==> src/rtl/branch_resolve_unit.sv <==
`default_nettype none
// ============================================================================
// Module   : branch_resolve_unit
// Purpose  : Update-side partner of the 2-bit BHT/BTB predictor. Records each
//            fetched branch's prediction in an in-order in-flight queue. When
//            execute resolves the oldest branch, the unit compares prediction
//            and outcome, drives the predictor update port, and on a
//            misprediction issues a one-cycle flush with a redirect PC.
// Ports    : clk, rst_n (async, active-low)
//            fetch_*   - push side (fetch stage), q_full / q_count status
//            resolve_* - resolve side (execute stage, oldest branch first)
//            update_en, pc_resolve, taken, target - predictor update
//            flush, redirect_pc - misprediction recovery
//            branch_cnt, mispredict_cnt - saturating statistics
//            proto_err - sticky: resolve seen with an empty queue
// Revision : 1.0 - initial release
// ============================================================================
module branch_resolve_unit #(
    parameter int          DEPTH  = 4,
    parameter int          PTR    = 2,
    parameter logic [15:0] PC_INC = 16'd2
) (
    input  logic           clk,
    input  logic           rst_n,
    input  logic           fetch_push,
    input  logic [15:0]    fetch_pc,
    input  logic           fetch_pred_taken,
    input  logic [15:0]    fetch_pred_target,
    output logic           q_full,
    output logic [PTR:0]   q_count,
    input  logic           resolve_valid,
    input  logic           resolve_taken,
    input  logic [15:0]    resolve_target,
    output logic           update_en,
    output logic [15:0]    pc_resolve,
    output logic           taken,
    output logic [15:0]    target,
    output logic           flush,
    output logic [15:0]    redirect_pc,
    output logic [15:0]    branch_cnt,
    output logic [15:0]    mispredict_cnt,
    output logic           proto_err
);

    localparam logic [PTR:0] c_full_cnt = (PTR+1)'(DEPTH);

    // Record storage (no reset needed: validity is tracked by the pointers)
    logic [15:0]    r_q_pc   [DEPTH];
    logic           r_q_pt   [DEPTH];
    logic [15:0]    r_q_tgt  [DEPTH];

    logic [PTR-1:0] r_wr_ptr;
    logic [PTR-1:0] r_rd_ptr;
    logic [PTR:0]   r_count;

    logic           r_update_en;
    logic [15:0]    r_pc_resolve;
    logic           r_taken;
    logic [15:0]    r_target;
    logic           r_flush;
    logic [15:0]    r_redirect_pc;
    logic [15:0]    r_branch_cnt;
    logic [15:0]    r_mispredict_cnt;
    logic           r_proto_err;

    logic           w_full;
    logic           w_empty;
    logic           w_push_ok;
    logic           w_res_ok;
    logic           w_mispredict;
    logic [15:0]    w_head_pc;
    logic           w_head_pt;
    logic [15:0]    w_head_tgt;

    assign w_full     = (r_count == c_full_cnt);
    assign w_empty    = (r_count == '0);
    assign w_head_pc  = r_q_pc[r_rd_ptr];
    assign w_head_pt  = r_q_pt[r_rd_ptr];
    assign w_head_tgt = r_q_tgt[r_rd_ptr];

    // While flush is high the fetch stream is wrong-path, so pushes are dropped
    assign w_push_ok  = fetch_push & ~w_full & ~r_flush;
    assign w_res_ok   = resolve_valid & ~w_empty;

    // Not-taken/not-taken is always correct; targets only matter when both taken
    assign w_mispredict = w_res_ok &
                          ((w_head_pt != resolve_taken) |
                           (w_head_pt & resolve_taken & (w_head_tgt != resolve_target)));

    always_ff @(posedge clk) begin
        if (w_push_ok) begin
            r_q_pc[r_wr_ptr]  <= fetch_pc;
            r_q_pt[r_wr_ptr]  <= fetch_pred_taken;
            r_q_tgt[r_wr_ptr] <= fetch_pred_target;
        end
    end

    always_ff @(posedge clk or negedge rst_n) begin
        if (!rst_n) begin
            r_wr_ptr <= '0;
            r_rd_ptr <= '0;
            r_count  <= '0;
        end else if (w_mispredict) begin
            // Every younger record is wrong-path; a same-cycle push is discarded too
            r_wr_ptr <= '0;
            r_rd_ptr <= '0;
            r_count  <= '0;
        end else begin
            if (w_push_ok) begin
                r_wr_ptr <= r_wr_ptr + 1'b1;
            end
            if (w_res_ok) begin
                r_rd_ptr <= r_rd_ptr + 1'b1;
            end
            case ({w_push_ok, w_res_ok})
                2'b10:   r_count <= r_count + 1'b1;
                2'b01:   r_count <= r_count - 1'b1;
                default: r_count <= r_count;
            endcase
        end
    end

    always_ff @(posedge clk or negedge rst_n) begin
        if (!rst_n) begin
            r_update_en      <= 1'b0;
            r_pc_resolve     <= 16'h0000;
            r_taken          <= 1'b0;
            r_target         <= 16'h0000;
            r_flush          <= 1'b0;
            r_redirect_pc    <= 16'h0000;
            r_branch_cnt     <= 16'h0000;
            r_mispredict_cnt <= 16'h0000;
            r_proto_err      <= 1'b0;
        end else begin
            r_update_en <= w_res_ok;
            r_flush     <= w_mispredict;
            if (resolve_valid && w_empty) begin
                r_proto_err <= 1'b1;
            end
            if (w_res_ok) begin
                r_pc_resolve <= w_head_pc;
                r_taken      <= resolve_taken;
                r_target     <= resolve_target;
                if (r_branch_cnt != 16'hFFFF) begin
                    r_branch_cnt <= r_branch_cnt + 16'd1;
                end
            end
            if (w_mispredict) begin
                r_redirect_pc <= resolve_taken ? resolve_target : (w_head_pc + PC_INC);
                if (r_mispredict_cnt != 16'hFFFF) begin
                    r_mispredict_cnt <= r_mispredict_cnt + 16'd1;
                end
            end
        end
    end

    assign q_full         = w_full;
    assign q_count        = r_count;
    assign update_en      = r_update_en;
    assign pc_resolve     = r_pc_resolve;
    assign taken          = r_taken;
    assign target         = r_target;
    assign flush          = r_flush;
    assign redirect_pc    = r_redirect_pc;
    assign branch_cnt     = r_branch_cnt;
    assign mispredict_cnt = r_mispredict_cnt;
    assign proto_err      = r_proto_err;

endmodule
`default_nettype wire
==> config.mk <==
export PLATFORM = sky130hd
export DESIGN_NAME = branch_resolve_unit
export DESIGN_NICKNAME = d
export VERILOG_FILES = /design/src/rtl/branch_resolve_unit.sv
export SDC_FILE = /design/constraint.sdc
export NUM_CORES = 1
export LEC_CHECK = 0
export BUFFER_PORTS_ARGS = -buffer_cell sky130_fd_sc_hd__buf_2
export CAP_MARGIN = 20
export CORE_UTILIZATION = 45
export CTS_CLUSTER_DIAMETER = 150
export DETAILED_ROUTE_END_ITERATION = 8
export PLACE_DENSITY_LB_ADDON = 0.3
export SLEW_MARGIN = 20
export SYNTH_ARGS = -nofsm -noshare
export SYNTH_HDL_FRONTEND = slang
export SYNTH_SLANG_ARGS = --single-unit
export TNS_END_PERCENT = 20
==> constraint.sdc <==
create_clock -name clk -period 4.5 [get_ports clk]
set_input_delay 0.9 -clock clk [delete_from_list [all_inputs] [get_ports clk]]
set_output_delay 0.9 -clock clk [all_outputs]
set_load 0.01 [all_outputs]
== Word-level counts from Yosys, hierarchy flattened ==
Memory sizes are Yosys's and may differ from the RTL's.
Cells that the tools add are included.
Operators by class
  magnitude comparators: 0
  muxes and demuxes: 9
  bitwise logic cells: 10
  reductions and logical operators: 7
  divide/modulo/power cells: 0
  equal/unequal tests: 7
  add/subtract/negate cells: 7
  multipliers: 0
  shifts and indexed selects: 0
Operators with widths (count)
  adder 16 x 1 -> 16 bit (second input constant): 2
  != test 16 bit (second input constant): 2
  adder 16 x 2 -> 16 bit (second input constant): 1
  two-way mux 16 bit: 1
  != test 16 bit: 1
  two-way mux 2 bit: 4
  AND 1 bit: 6
  case mux 3 bit (2 select lines): 1
  adder 2 x 1 -> 2 bit (second input constant): 2
  AND reduction 2 bit: 2
  nonzero test 2 bit: 2
  adder 3 x 1 -> 3 bit (second input constant): 1
  equality test 3 bit (second input constant): 1
  logical NOT 3 bit: 1
  two-way mux 3 bit: 1
  inverter 1 bit: 3
  nonzero test 3 bit: 1
  subtractor 3 x 1 -> 3 bit (second input constant): 1
  equality test 2 x 1 -> 1 bit (second input constant): 1
  equality test 2 bit (second input constant): 1
  two-way mux 1 bit: 2
  logical AND 1 bit: 1
  != test 1 bit: 1
  OR 1 bit: 1
Word-level totals
  input port bits: 54
  bits in registers: 91
  bits in writable memories: 132
  memory bits (read-only): 0
  memories kept: 3
  output and inout bits: 88
  word-level logic and storage cells: 55
  bits in latches: 0
Memory list
  r_q_pc: depth 4, width 16, rd ports 1, clocked after Yosys merged registers in 0, wr ports 1, line 48  | logic [15:0] r_q_pc [DEPTH];
  r_q_tgt: depth 4, width 16, rd ports 1, clocked after Yosys merged registers in 0, wr ports 1, line 50  | logic [15:0] r_q_tgt [DEPTH];
  r_q_pt: depth 4, width 1, rd ports 1, clocked after Yosys merged registers in 0, wr ports 1, line 49  | logic r_q_pt [DEPTH];

== Longest topological paths before layout ==
Gate-level depths: netlist of run 1.
  depth after elaboration: 7
  depth in mapped cells: 11
  depth with buffers taken out: 8

== Worst setup path before layout of run 1 ==
No wires, ideal clock.
  path kind: input-to-reg
  start: input port fetch_push
  end: memory r_q_pc[0][0] (enable)
  setup time: 393 ps
  stages on the path: 3
  slack: 1703 ps
  buffers on the path: 1
  arrival: 2404 ps
  data required time: 4107 ps
  cells stage by stage: nor3b_1 clkbuf_1 and2_1
On the way
  longest elaborated chain between the ends: 4
Ends and longest elaborated chain
  start, declared: line 25  | input logic fetch_push,
  AND 1 bit (2 in a row): line 82  | assign w_push_ok = fetch_push & ~w_full & ~r_flush;
  two-way mux 1 bit: line 91  | if (w_push_ok) begin
  two-way mux 1 bit (not written as such): line 92  | r_q_pc[r_wr_ptr] <= fetch_pc;
  end, declared: line 48
Every way passes these cells.

== Worst setup path after layout of run 1 ==
  start: register r_rd_ptr[0]
  end: register r_redirect_pc[0], in the netlist redirect_pc[0]
On the way
  longest elaborated chain between the ends: 5
  elaborated cells between the ends (all ways): 11
  those cells by class: add/sub: 1; eq/ne: 2; mux: 1; bitwise: 4; memory: 3
Ends and longest elaborated chain
  start, declared: line 53  | logic [PTR-1:0] r_rd_ptr;
  start signal, assigned: line 113  | r_rd_ptr <= r_rd_ptr + 1'b1;
  branches (longest 5 deep; another with memory read (4 x 16 bit))
  end signal, assigned: line 149  | r_redirect_pc <= resolve_taken ? resolve_target : (w_head_pc + PC_INC);
  end, declared: line 61  | logic [15:0] r_redirect_pc;
Several ways; the timed one is not identified.
A chain may end at the register's enable or synchronous reset.

==> results of run 1 <==
==> worst paths after layout <==
check | slack (ns) | to
min | 0.47 | target[13]
max reg2reg | 1.12 | redirect_pc[0]
max | 1.12 | redirect_pc[0]
min reg2reg | 0.47 | target[13]
max in group asynchronous | 3.11 | mispredict_cnt[7]
min in group asynchronous | 0.53 | branch_cnt[12]
==> where the power goes <==
group	switching, W	internal, W
registers	0.000318	0.00267
logic	0.00116	0.000950
clock network	0.000775	0.00113
==> registers in the layout (all words and copies together) (netlist names) <==
signal,flops
branch_cnt,16
redirect_pc,16
target,16
flush,1
r_q_pt,4
r_rd_ptr,2
pc_resolve,16
taken,1
proto_err,1
q_count,3
mispredict_cnt,16
update_en,1
r_q_pc,64
r_wr_ptr,2
r_q_tgt,64
==> tightest hold or removal path: stages, from the launching register on <==
cell	delay (ns)
dfrtp_1	0.34
nand2_1	0.05
nand2_1	0.05
==> per-layer routing <==
| layer | routed length (µm) | up-vias | global-route usage |
|---|---|---|---|
| met4 | 544 | 0 | 0.0721 |
| met2 | 9950 | 230 | 0.328 |
| met1 | 8870 | 2857 | 0.279 |
| li1 | - | 2563 | - |
| met3 | 1400 | 39 | 0.0354 |
| met5 | 0 | - | 0 |
==> placed cells by master (no fill, tap or decap), drive strengths merged, types with 3 or more instances in the layout <==
cell	instances
buf	151
nand4	15
inv	10
o21ai	20
nand3	24
clkbuf	29
nand2	125
nand2b	3
clkinv	12
edfxtp	132
mux4	33
and3	9
xor2	12
nor2	14
mux2	20
ha	8
and2	8
xnor2	47
nor3	6
dfrtp	91
a21oi	3
==> layout make-up <==
type | count | area [µm²] | share of cell area
clock buffers | 29 | 641 | 0.0580
clock inverters | 15 | 124 | 0.0112
inverters | 10 | 37.5 | 0.00340
multi-input cells | 366 | 2870 | 0.260
flip-flops and latches | 223 | 6240 | 0.565
well taps | 270 | 338 | 0.0306
repair buffers | 151 | 783 | 0.0710
==> through the flow <==
step	cell area [µm²]	hold slack (ns)
final	11000	0.473
after global routing	11000	0.505
after CTS	11000	0.477
after detailed placement	10300	0.458
after global placement	10300	0.453
after floorplan	9300	0.493
==> cells by family (layout without fill, tap and decap cells) <==
family          count (synthesis)  count (layout)
flops                         223             223
simple gates                  211             211
xor+xnor                       59              59
mux                            55              55
buf+inv                        35             205
compound gates                 32              32
fa+ha+maj                       9               9
==> impl_metrics.tcl, run 1 <==
set metrics [dict create \
    outcome "complete, no violations" \
    critPathSlowestCell "dfrtp_2" \
    critPathMaxFanout 20 \
    hpwl_um 14000 \
    die_w_um 146 \
    grt_usage 0.203 \
    drv_slew 0 \
    globalplace.congestion 0.836 \
    timing.rr.start "r_rd_ptr[0]" \
    worst-r2r-cell-count 7 \
    rows 52 \
    synth_most_common_cell "edfxtp_1" \
    synth_xor_area_frac 0.0563 \
    grt_pass1_vias 5875 \
    num_antenna_cells 0 \
    synthSimpleGateAreaFrac 0.103 \
    crit_type "reg -> reg" \
    clkSinkCount 223 \
    synth-seq-area-share 0.671 \
    post_drt_wl_per_cell_um 19.5 \
    postSynthAreaPerCell_um2 14.9 \
    pre_cts_slack_ns 1.07 \
    io_buffers 141 \
    worstPathCellList "buf_4, mux4_2, ha_1, nand2_1, o31ai_4, buf_4, mux2_2" \
    synth_adder_area_share 0.0129 \
    synth_top_family_by_area "multiplexers" \
    max_slew_margin 0.367 \
    layout.nets 839 \
    tightest_slew_ns 0.949 \
    path_depth 7 \
    wirelength_um 20800 \
    pwr_density_cell_mw_per_mm2 634 \
    antenna_found_initial 0 \
    grt_pass1_wl_um 33100 \
    area_delta_synth_final_pct 18.7 \
    dieArea_mm2 0.0213 \
    synth_edf_count 132 \
    vias_per_cell 5.35 \
    syn_inst 624 \
    final_util 0.546 \
    postCtsSetupBuffers 0 \
    final_antenna_net_count 0 \
    initial_utilization 0.460 \
    ir_drop_mv 0.369 \
    yosysWarnings 0 \
    overflow 0 \
    drt_iter0_markers 421 \
    cts_resized 0 \
    drive_above_1_share 0.309 \
    synth_commonest_cells "edfxtp_1, nand2_1, dfrtp_1" \
    synth_compound_area_frac 0.0237 \
    timing.final.ws_setup_ns 1.12 \
    cp_common_cell "buf_4" \
    hold_buffers 0 \
    p_leak_nw 4.53 \
    rsz0062_at_grt "no" \
    synthesis.nets 687 \
    hold_viol 0 \
    cts_buffer_depth 3 \
    die_h_um 146 \
    ys_async_sr_fraction 0.408 \
    crit_start "r_rd_ptr[0]" \
    ioPinCount 142 \
    cts_tree "yes" \
    dp.cells 1020 \
    synthMuxAreaShare 0.112 \
    cp.arrival_ns 3.78 \
    htree_levels 1 \
    fillCellCount 1648 \
    required_ns 4.90 \
    critPathTopFamily "multiplexers" \
    synthTopCellsByArea "edfxtp_1, dfrtp_1, mux4_2, nand2_1, xnor2_1" \
    fin_worst_skew_ns 0.00868 \
    final_cells 1064 \
    critPathCaptureType "register" \
    clkTransAtPathRegs_ns 0.06 \
    cp_num_buf_inv 2 \
    slowest_delay_ns 0.77 \
    cts_made_buffers 24 \
    synth_top_area_share 0.426 \
    synth_cell_types 46 \
    tns_ns 0 \
    maxCapViolations 0 \
    first_pass_iters 5 \
    finalSetupViolations 0 \
    grt_max_degree 71 \
    synth-seq-cells 223 \
    clkLatencyLatePin_ns 0.52 \
    post-route-drc-count 0 \
    fmax_mhz 296 \
    p_total_w 0.00700 \
    yosys.area.top_type "edfxtp_1" \
    fin_crit_sh 0.751 \
    min_path_type "reg -> reg" \
    hold_depth 2 \
    routed-via-count 5689 \
    synth_area_mm2 0.00930 \
    yosys_most_used_dff "edfxtp_1" \
    cts_root_buf "clkbuf_16" \
    hp-start "target[13]" \
    fin_crit_ns 3.38 \
    cp-start-kind "register" \
    core_area_mm2 0.0202 \
]
No activity file was read; power rests on OpenSTA's default activity.
==> run 2, diff against run 1 <==
==> constraint.sdc (replaced) <==
create_clock -name clk -period 3.5 [get_ports clk]
set_input_delay 0.7 -clock clk [delete_from_list [all_inputs] [get_ports clk]]
set_output_delay 0.7 -clock clk [all_outputs]
set_load 0.01 [all_outputs]
==> impl_metrics.tcl, run 2 (synthesis gave the netlist of run 1 again) <==
set metrics [dict create \
    outcome "complete, no violations" \
    clkLatencyLatePin_ns 0.51 \
    drive_above_1_share 0.321 \
    overflow 0 \
    drt_iter0_markers 368 \
    rows 52 \
    post_drt_wl_per_cell_um 19.4 \
    ioPinCount 142 \
    fin_crit_sh 0.902 \
    area_delta_synth_final_pct 20.5 \
    p_leak_nw 4.61 \
    clkSinkCount 223 \
    routed-via-count 5670 \
    comb_power_share 0.299 \
    fin_crit_ns 3.16 \
    layout_commonest_cell "buf_2" \
    die_h_um 146 \
    vias_per_cell 5.28 \
    rrSetupSlack_ns 0.34 \
    finalSetupViolations 0 \
    layout.nets 848 \
    tns_ns 0 \
    crit_type "reg -> reg" \
    globalplace.congestion 0.844 \
    multiInputGateArea_mm2 0.00287 \
    drv_slew 0 \
    swShare 0.316 \
    cts_tree "yes" \
    fin_worst_skew_ns 0.00828 \
    postCtsSetupBuffers 0 \
    cts_root_buf "clkbuf_16" \
    p_int_w 0.00634 \
    seqPwrFrac 0.413 \
    pwr_density_cell_mw_per_mm2 827 \
    mostFrequentLayoutCells "buf_2, edfxtp_1, nand2_1, dfrtp_1, xnor2_1" \
    post-route-drc-count 0 \
    fillCellCount 1673 \
    cts_resized 0 \
    seqCellArea_mm2 0.00624 \
    die_w_um 146 \
    maxCapViolations 0 \
    ir_drop_mv 0.397 \
    initial_utilization 0.460 \
    hold_viol 0 \
    cp-start-kind "register" \
    largestRegisters "r_q_pc x64, r_q_tgt x64" \
    cp.arrival_ns 3.55 \
    hold_ws_ns 0.216 \
    fin_area_mm2 0.0112 \
    final_antenna_net_count 0 \
    io_buffers 141 \
    grt_usage 0.200 \
    fmax_mhz 317 \
    required_ns 3.89 \
    hpwl_um 14500 \
    grt_pass1_vias 5853 \
    grt_pass1_wl_um 32900 \
    rsz0062_at_grt "no" \
    final_cells 1073 \
    dp.cells 1029 \
    pwr-share-clk 0.288 \
    worst-r2r-cell-count 7 \
    tightest_slew_ns 0.778 \
    core_area_mm2 0.0202 \
    critPathMaxFanout 19 \
    htree_levels 1 \
    p_sw_w 0.00293 \
    cts_buffer_depth 3 \
    clkTransAtPathRegs_ns 0.06 \
    antenna_found_initial 0 \
    dieArea_mm2 0.0213 \
    wirelength_um 20800 \
    max_slew_margin 0.481 \
    num_antenna_cells 0 \
    placed_area_mm2 0.0104 \
    grt_max_degree 47 \
    cts_made_buffers 24 \
    critPathCaptureType "register" \
    min_path_type "in -> async" \
    first_pass_iters 4 \
    hold_buffers 0 \
]
run 2: cell types whose count changed in the layout (fill, tap and decap cells not counted):
cell and delta:
buf_12 +2, buf_4 +7, bufinv_16 +2, clkbuf_8 +2
clkinv_1 -4, clkinv_2 -3, clkinv_4 +1, clkinvlp_4 +1
inv_6 +1
run 2: worst max-delay path, cell delays in order, from the launching register on:
cell and delay (ns):
dfrtp_2 0.73, mux4_1 0.65, xnor2_1 0.14, nand4_1 0.16
nor4_4 0.09, o31ai_4 0.64, buf_12 0.26, mux2_2 0.35
run 2: area by class of cell:
class                   instances  area share
flip-flops and latches        223       0.557
well taps                     270      0.0301
multi-input cells             366       0.256
clock buffers                  31      0.0596
repair buffers                160      0.0781
inverters                      10     0.00335
clock inverters                13      0.0160
run 2: metal layers:
metal  track usage  wire [µm]  part of all wire
met1         0.274       8990              0.43
met2         0.330      10100              0.49
met3        0.0392       1280             0.061
met4        0.0516        435             0.021
met5             0          0                 0
run 2: worst paths after layout:
kind / start / to
setup / recovery: r_rd_ptr[0] / redirect_pc[15]
hold / removal: rst_n / branch_cnt[6]
setup reg to reg: r_rd_ptr[0] / redirect_pc[15]
hold reg to reg: pc_resolve[10] / pc_resolve[10]
max in group asynchronous: rst_n / target[5]
min in group clk: fetch_pc[1] / r_q_pc[1][1]
run 2: power by group through the flow:
stage,Combinational (W),Sequential [W],Clock (W)
4_1_cts,0.00281,0.00382,0.00272
2_1_floorplan,0.00173,0.00392,0
3_5_place_dp,0.00280,0.00386,0
3_3_place_gp,0.00273,0.00383,0
5_1_grt,0.00302,0.00389,0.00283
6_report,0.00277,0.00382,0.00267
run 2: metrics by stage:
step,setup slack (ns),power [W],utilization
2_1_floorplan,0.903,0.00566,-
3_3_place_gp,0.372,0.00656,0.512
3_5_place_dp,0.322,0.00666,0.512
4_1_cts,0.316,0.00935,0.554
5_1_grt,0.131,0.00975,0.554
6_report,0.344,0.00927,0.554
